File: config.mk
export PLATFORM = sky130hd
export DESIGN_NAME = ac_prod_acc_flat
export DESIGN_NICKNAME = d
export VERILOG_FILES = /design/src/rtl/ac_pkg.sv /design/src/rtl/ac_prod_acc_if.sv /design/src/rtl/ac_sat_add.sv /design/src/rtl/ac_prod_acc.sv /design/src/flat_wrapper.sv
export SDC_FILE = /design/constraint.sdc
export NUM_CORES = 1
export LEC_CHECK = 0
export BUFFER_PORTS_ARGS = -buffer_cell sky130_fd_sc_hd__buf_2
export CAP_MARGIN = 0
export CORE_UTILIZATION = 45
export CTS_CLUSTER_DIAMETER = 40
export CTS_CLUSTER_SIZE = 10
export DETAILED_ROUTE_END_ITERATION = 6
export GPL_ROUTABILITY_DRIVEN = 0
export PLACE_DENSITY = 0.68
export SLEW_MARGIN = 10
export SYNTH_ARGS = -nofsm -noshare
export SYNTH_HDL_FRONTEND = slang
export SYNTH_HIERARCHICAL = 1
export SYNTH_SLANG_ARGS = --single-unit
File: constraint.sdc
create_clock -name clk -period 2.8 [get_ports clk]
set_input_delay 0.56 -clock clk [delete_from_list [all_inputs] [get_ports clk]]
set_output_delay 0.56 -clock clk [all_outputs]
set_load 0.005 [all_outputs]
File: src/rtl/ac_pkg.sv
// rtl/ac_pkg.sv - shared constants and state type for the product accumulator
package ac_pkg;

    localparam int PROD_W    = 16;
    localparam int ACC_W_DEF = 24;
    localparam int CNT_W_DEF = 8;

    typedef enum logic [1:0] {
        IDLE = 2'd0,
        ACC  = 2'd1,
        HOLD = 2'd2
    } acc_state_t;

endpackage

File: src/rtl/ac_prod_acc_if.sv
// rtl/ac_prod_acc_if.sv - product beat input and frame result handshake bundle
interface ac_prod_acc_if
    import ac_pkg::*;
#(
    parameter int ACC_W = ACC_W_DEF,
    parameter int CNT_W = CNT_W_DEF
);

    logic              in_valid;
    logic              in_ready;
    logic [PROD_W-1:0] in_prod;
    logic              in_last;
    logic              out_valid;
    logic              out_ready;
    logic [ACC_W-1:0]  out_sum;
    logic [CNT_W-1:0]  out_count;
    logic              out_sat;

    modport master (
        output in_valid, in_prod, in_last, out_ready,
        input  in_ready, out_valid, out_sum, out_count, out_sat
    );

    modport slave (
        input  in_valid, in_prod, in_last, out_ready,
        output in_ready, out_valid, out_sum, out_count, out_sat
    );

endinterface

File: src/rtl/ac_sat_add.sv
// rtl/ac_sat_add.sv - unsigned saturating add of a 16-bit product onto a W-bit sum
module ac_sat_add
    import ac_pkg::*;
#(
    parameter int W = ACC_W_DEF
) (
    input  logic [W-1:0]      a,
    input  logic [PROD_W-1:0] b,
    output logic [W-1:0]      sum,
    output logic              ovf
);

    logic [W:0] full;

    assign full = {1'b0, a} + {{(W + 1 - PROD_W){1'b0}}, b};
    assign ovf  = full[W];
    assign sum  = full[W] ? {W{1'b1}} : full[W-1:0];

endmodule

File: src/rtl/ac_prod_acc.sv
// rtl/ac_prod_acc.sv - saturating frame accumulator for approximate-multiplier products
module ac_prod_acc
    import ac_pkg::*;
#(
    parameter int ACC_W = ACC_W_DEF,
    parameter int CNT_W = CNT_W_DEF
) (
    input  logic         clk,
    input  logic         rst,
    ac_prod_acc_if.slave bus
);

    acc_state_t       state;
    acc_state_t       state_nxt;
    logic [ACC_W-1:0] acc;
    logic [CNT_W-1:0] cnt;
    logic             sat;
    logic [ACC_W-1:0] sum_nxt;
    logic             ovf;
    logic [CNT_W-1:0] cnt_inc;
    logic             in_ready_q;
    logic             out_valid_q;
    logic [ACC_W-1:0] out_sum_q;
    logic [CNT_W-1:0] out_count_q;
    logic             out_sat_q;
    logic             accept;
    logic             load_beat;
    logic             load_out;
    logic             release_out;

    ac_sat_add #(.W(ACC_W)) u_sat_add (
        .a   (acc),
        .b   (bus.in_prod),
        .sum (sum_nxt),
        .ovf (ovf)
    );

    assign cnt_inc = (cnt == {CNT_W{1'b1}}) ? cnt : cnt + {{(CNT_W - 1){1'b0}}, 1'b1};

    // in_ready is registered from the next state so it is low through reset
    // and rises only the cycle after a result handshake.
    always_ff @(posedge clk) begin
        if (rst) begin
            state      <= IDLE;
            in_ready_q <= 1'b0;
        end else begin
            state      <= state_nxt;
            in_ready_q <= (state_nxt != HOLD);
        end
    end

    always_comb begin
        state_nxt = state;
        case (state)
            IDLE, ACC: begin
                if (accept) begin
                    state_nxt = bus.in_last ? HOLD : ACC;
                end
            end
            HOLD: begin
                if (release_out) begin
                    state_nxt = IDLE;
                end
            end
            default: state_nxt = IDLE;
        endcase
    end

    always_comb begin
        accept      = 1'b0;
        load_beat   = 1'b0;
        load_out    = 1'b0;
        release_out = 1'b0;
        case (state)
            IDLE, ACC: begin
                accept    = bus.in_valid & in_ready_q;
                load_beat = accept & ~bus.in_last;
                load_out  = accept & bus.in_last;
            end
            HOLD: begin
                release_out = out_valid_q & bus.out_ready;
            end
            default: ;
        endcase
    end

    always_ff @(posedge clk) begin
        if (rst) begin
            acc         <= '0;
            cnt         <= '0;
            sat         <= 1'b0;
            out_valid_q <= 1'b0;
            out_sum_q   <= '0;
            out_count_q <= '0;
            out_sat_q   <= 1'b0;
        end else begin
            if (load_beat) begin
                acc <= sum_nxt;
                cnt <= cnt_inc;
                sat <= sat | ovf;
            end
            if (load_out) begin
                out_valid_q <= 1'b1;
                out_sum_q   <= sum_nxt;
                out_count_q <= cnt_inc;
                out_sat_q   <= sat | ovf;
            end
            // Result fields stay as the last frame's values after handshake.
            if (release_out) begin
                out_valid_q <= 1'b0;
                acc         <= '0;
                cnt         <= '0;
                sat         <= 1'b0;
            end
        end
    end

    assign bus.in_ready  = in_ready_q;
    assign bus.out_valid = out_valid_q;
    assign bus.out_sum   = out_sum_q;
    assign bus.out_count = out_count_q;
    assign bus.out_sat   = out_sat_q;

endmodule

File: src/flat_wrapper.sv
// flat-port wrapper written by rule: the top's interface ports become plain ports
module ac_prod_acc_flat import ac_pkg::*;
#(
    parameter int ACC_W = ACC_W_DEF,
    parameter int CNT_W = CNT_W_DEF
)
  (clk, rst, bus_in_valid, bus_in_prod, bus_in_last, bus_out_ready, bus_in_ready, bus_out_valid, bus_out_sum, bus_out_count, bus_out_sat);
  ac_prod_acc_if #(.ACC_W(ACC_W), .CNT_W(CNT_W)) bus_i ();
  input  logic clk;
  input  logic rst;
  input wire logic [$bits(bus_i.in_valid)-1:0] bus_in_valid;
  input wire logic [$bits(bus_i.in_prod)-1:0] bus_in_prod;
  input wire logic [$bits(bus_i.in_last)-1:0] bus_in_last;
  input wire logic [$bits(bus_i.out_ready)-1:0] bus_out_ready;
  output wire logic [$bits(bus_i.in_ready)-1:0] bus_in_ready;
  output wire logic [$bits(bus_i.out_valid)-1:0] bus_out_valid;
  output wire logic [$bits(bus_i.out_sum)-1:0] bus_out_sum;
  output wire logic [$bits(bus_i.out_count)-1:0] bus_out_count;
  output wire logic [$bits(bus_i.out_sat)-1:0] bus_out_sat;
  assign bus_i.in_valid = bus_in_valid;
  assign bus_i.in_prod = bus_in_prod;
  assign bus_i.in_last = bus_in_last;
  assign bus_i.out_ready = bus_out_ready;
  assign bus_in_ready = bus_i.in_ready;
  assign bus_out_valid = bus_i.out_valid;
  assign bus_out_sum = bus_i.out_sum;
  assign bus_out_count = bus_i.out_count;
  assign bus_out_sat = bus_i.out_sat;
  ac_prod_acc #(.ACC_W(ACC_W), .CNT_W(CNT_W)) u_core (.clk(clk), .rst(rst), .bus(bus_i));
endmodule
Word-level counts from Yosys, hierarchy flattened. Index checks and enable logic that the tools add are counted.

Add/sub/neg operators: 2. Eq/ne operators: 4. Mux-type cells: 10. Bitwise gates (word level): 6. Reduce and logical (&&, ||, !) cells: 3.

Operators by type and width (number): adder 24 x 16 -> 25 bit (1); 2-to-1 mux 24 bit (1); adder 8 x 1 -> 8 bit, second input constant (1); equality test 8 bit, second input constant (1); 2-to-1 mux 8 bit (1); 2-to-1 mux 2 bit (3); AND 1 bit (4); 2-to-1 mux 1 bit (4); case mux 2 bit (2 select lines) (1); OR reduction 2 bit (2); equality test 2 x 1 -> 1 bit, second input constant (1); equality test 2 bit, second input constant (1); zero test 2 bit (1); != test 2 bit, second input constant (1); inverter 1 bit (1); OR 1 bit (1).

Register bits: 70. Logic and storage cells: 34.

Longest topological paths before layout.
Depth after elaboration: 6. Mapped depth: 12. Depth with buffers taken out: 10.

Hierarchy. The synthesis kept the hierarchy.

By module, submodules not included: ac_prod_acc (instances 1, cells an instance 328, area each 2701.3 um^2, sequential area each 1401.3 um^2); ac_sat_add (instances 1, cells an instance 185, area each 1232.4 um^2, sequential area each 0.0 um^2).

Least setup slack after synthesis. OpenSTA, ideal clock, no wires.

Path type: input to register. Start: in bus_in_prod[0]. End: reg u_core.acc[23]. Library setup time: 0.132 ns. Data arrival time: 2.515 ns. Required time: 2.668 ns. Slack: 0.152 ns. Stages: 10. Buffers on the path: 0. Cells stage by stage: ha_1 > fa_1 > nand3_1 > a211o_1 > a21oi_4 > o41ai_2 > nor2_1 > or3_1 > nand2_1 > a21oi_1.

Cells in the longest elaborated chain, start to end: 2.

Ends and longest elaborated chain: from (decl) (line flat_wrapper.sv:12) `input wire logic [$bits(bus_i.in_prod)-1:0] bus_in_prod;`; adder 24 x 16 -> 25 bit (line ac_sat_add.sv:15) `assign full = {1'b0, a} + {{(W + 1 - PROD_W){1'b0}}, b};`; named net u_core.ovf (line ac_prod_acc.sv:19) `logic ovf;`; 2-to-1 mux 24 bit (line ac_sat_add.sv:17) `assign sum = full[W] ? {W{1'b1}} : full[W-1:0];`; named net u_core.sum_nxt[23] (line ac_prod_acc.sv:18) `logic [ACC_W-1:0] sum_nxt;`; to (signal assigned) (line ac_prod_acc.sv:98) `acc <= sum_nxt;`; to (decl) (line ac_prod_acc.sv:15) `logic [ACC_W-1:0] acc;`.

The timed path passes the listed nets, and every way through them passes these cells. A chain may end at the register's enable or synchronous reset.

Worst setup path after layout.
Start: reg u_core.acc[0]. End: reg u_core.out_sum_q[22] (netlist: u_core/bus.out_sum[22]).

Cells in the longest elaborated chain, start to end: 2.

Ends and longest elaborated chain: adder 24 x 16 -> 25 bit (line ac_sat_add.sv:15); 2-to-1 mux 24 bit (line ac_sat_add.sv:17); named net u_core.sum_nxt[22] (line ac_prod_acc.sv:18); to (signal assigned) (line ac_prod_acc.sv:104) `out_sum_q <= sum_nxt;`; to (decl) (line ac_prod_acc.sv:23) `logic [ACC_W-1:0] out_sum_q;`.

The timed path passes the listed nets, and every way through them passes these cells.

==> results.txt <==
worst vdd ir: 0.339 mV
Ports: 56
fraction of registers with async set/reset: 0%
CTS sink cnt: 70
fin nets: 621
Synth cell types: 61
Worst-Margin Slew: 580 ps
crit-path max cell delay: 500 ps
crit-path leading delay family: compound AO/OA/AOI/OAI gates
CP max stage cell: or4_1
final setup skew: 16.3 ps
Post-Syn Area: 3930 sq um
Worst Setup SP: u_core/acc[0]
GRT Overall Usage: 23.1%
Sw Share: 26.0%
Lkg Pwr: 1.92 nW
WP buf/inv: 1
Core ar.: 8340 sq um
YS warnings: 6
Non-Filler Instances: 692
Clock power frac: 40.3%
Fin Setup TNS: 0 ps
hold_ws: 453 ps
DIE AREA: 9120 sq um
synth top area cells: dfxtp_1, nand2_1, a21oi_1
critical path class: reg2reg
area delta synth->final: 19.0%
Final HPWL DP: 7200 microns
DP Cell Count: 676
Clock Path Buffers: 2
cell type with the largest total area after synthesis: dfxtp_1
CP Cell Sequence: ha_1, fa_1, nand3_1, a211o_1, a21oi_4, o41ai_2, or4_1, buf_12, a2bb2oi_1, nand2_1, a21oi_1
register area share after synthesis: 35.6%
R2R Path End: u_core/bus.out_sum[22]
row count: 33
critical path endpoint category: flip-flop
power share of the sequential group: 45.7%
RSZ-0062 raised after global routing: true
r2r worst-path depth: 11
max-cap violations: 0
Post-synth top flop: dfxtp_1
antenna violations before repair: 0
Slew headroom: 61.3%
antenna cells: 0
worst hold-check path type: reg2reg
Crit path arrival time: 2890 ps
Max Freq: 0.382 GHz
global-route wire length before repair: 16600 microns
critical path required time: 3070 ps
combinational share of power: 14.0%
DR iter-0 viols: 219
drt drc: 0
Pwr Density: 486 nW/um^2
cts bufs inserted: 9
post-synth top area share: 35.6%
CP endpoint: u_core/bus.out_sum[22]
vias per cell: 5.57
NetSw: 591 uW
Mapped Cells: 513
DRT Pass-1 Iters: 5
Post-CTS Setup Inserts: 0
# setup viols final: 0
Clock Latency Late Sink: 340 ps
Post-DRT Antenna Nets: 0
RR Startpoint: u_core/acc[0]
layout cell share with drive strength beyond 1: 21.8%
H-tree levels: 3
post-cts resize count: 0
vias in the first global route: 3588
largest net degree at the start of global routing: 35
number of fill cells: 790
# hold bufs at CTS: 0
WL final: 10200 microns
overall power: 2.28 mW
Port Buf Inserts: 55
CP Launch Type: flip-flop
Root Driver: clkbuf_8
global route overflow: 0
CTS clk-pin slew, worst paths: 80 ps
critical path depth: 11
Hold Vio Cnt, Final: 0
highest fanout seen on the critical path: 17
DIE HEIGHT: 95.5 microns
CTS tree: yes
Slew Limit Fails: 0
final worst-path cycle share: 93.5%
Wirelength per Cell: 14.7 microns
routed vias: 3854
flop-to-flop setup slack: 180 ps
post-synthesis register bit count: 70
status: finished clean
Die Width: 95.5 microns
Pint: 1.69 mW
syn_area_per_cell: 7.67 sq um
Net Count, Synth: 552
EDFF count, synth: 0
minimum clock period: 2620 ps
starting density of the core: 47.2%
tightest hold or removal path: cells and delay by family, from the launching register on:
| family | cells | cell delay [ps] |
|---|---|---|
| AO/OA/AOI/OAI | 1 | 50 |
| flip-flops | 1 | 310 |
| AND/OR/NAND/NOR | 1 | 50 |
synth_stat cells (3+ instances only):
master,count
nand2_1,128
a21oi_1,81
dfxtp_1,70
nor2_1,24
ha_1,17
clkbuf_1,15
o21ai_0,15
buf_2,14
nand3_1,13
xor2_1,13
nand2_2,10
nand4_1,7
or3_1,6
xnor2_1,6
and3_1,5
inv_1,5
nor3_1,5
o211ai_1,5
a211oi_1,4
a31oi_1,4
a211o_1,3
a21o_1,3
a311oi_1,3
and2_1,3
nor4_1,3
o21a_1,3
or2_2,3
sequential cells by signal, summed over array words and instances (netlist names), 2 cells and up:
register              flops
u_core/bus.out_sum       24
u_core/acc               24
u_core/state              2
u_core/cnt                8
u_core/bus.out_count      8
logic make-up (layout without fill, tap and decap cells):
group                    Yosys count  after routing  synth area share, %
adder cells (fa/ha/maj)           18             18                 5.92
buffers and inverters             38            112                 4.64
AO/OA/AOI/OAI                    144            144                 22.9
multiplexers                       4              4                 1.08
flip-flops                        70             70                 35.6
XOR/XNOR                          19             19                 4.23
AND/OR/NAND/NOR                  220            220                 25.6
power by group through the flow:
stage               Clock [mW]  Sequential (mW)  Combinational (mW)
finish                   0.917             1.04               0.319
global placement             0             1.06               0.309
floorplan                    0             1.06               0.201
detailed placement           0             1.06               0.315
global route             0.981             1.04               0.353
CTS                      0.935             1.04               0.319
through the flow:
stage / cell area (sq um) / setup slack, ps / utilization, %
after floorplan: 3930 / 152 / -
after global placement: 4460 / -30.5 / 53.5
after detailed placement: 4460 / -127 / 53.5
after CTS: 4680 / 167 / 56.1
after global routing: 4680 / -42.2 / 56.1
final: 4680 / 181 / 56.1
final cells by class:
type	instances	area, sq um	area share, %
Sequential cell	70	1400	29.9
Multi-Input combinational cell	405	2350	50.2
Tap cell	105	131	2.81
Timing Repair Buffer	91	558	11.9
Inverter	5	18.8	0.401
Clock buffer	11	141	3.02
Clock inverter	5	81.3	1.74
placed cells by master (no fill, tap or decap), types with 3 or more instances in the layout:
cell and count:
dfxtp_1 70, o211ai_1 5, o21ai_0 15, a21oi_1 81, nand2_2 10, and2_1 3
nor2_1 24, and3_1 5, inv_1 5, nor4_1 3, ha_1 17, a311oi_1 3
a211oi_1 4, a31oi_1 4, a21o_1 3, buf_2 55, o21a_1 3, or2_2 3
or3_1 6, nand3_1 13, xnor2_1 6, nand4_1 7, nand2_1 128, nor3_1 5
a211o_1 3, clkbuf_8 10, buf_4 35, xor2_1 13
worst min-delay path by stage:
stage / cells after the start / to / start
6_report: 2 / u_core/bus.out_sum[11] / u_core/bus.out_sum[11]
3_5_place_dp: 2 / u_core/bus.out_count[7] / u_core/bus.out_count[7]
3_3_place_gp: 2 / u_core/bus.out_count[2] / u_core/bus.out_count[2]
5_1_grt: 2 / u_core/bus.out_sum[9] / u_core/bus.out_sum[9]
4_1_cts: 2 / u_core/bus.out_count[7] / u_core/bus.out_count[7]
2_1_floorplan: 2 / u_core/acc[17] / u_core/acc[17]
metal layers:
layer | wire length (microns) | up-vias | GRT usage (%) | share of wire (%)
li1 | - | 1939 | - | -
met1 | 4570 | 1801 | 28.3 | 45
met2 | 4990 | 100 | 41.3 | 49
met3 | 484 | 14 | 3.51 | 4.8
met4 | 104 | 0 | 7.09 | 1.0
met5 | 0 | - | 0 | 0
Power figures use the tool's default switching activity.
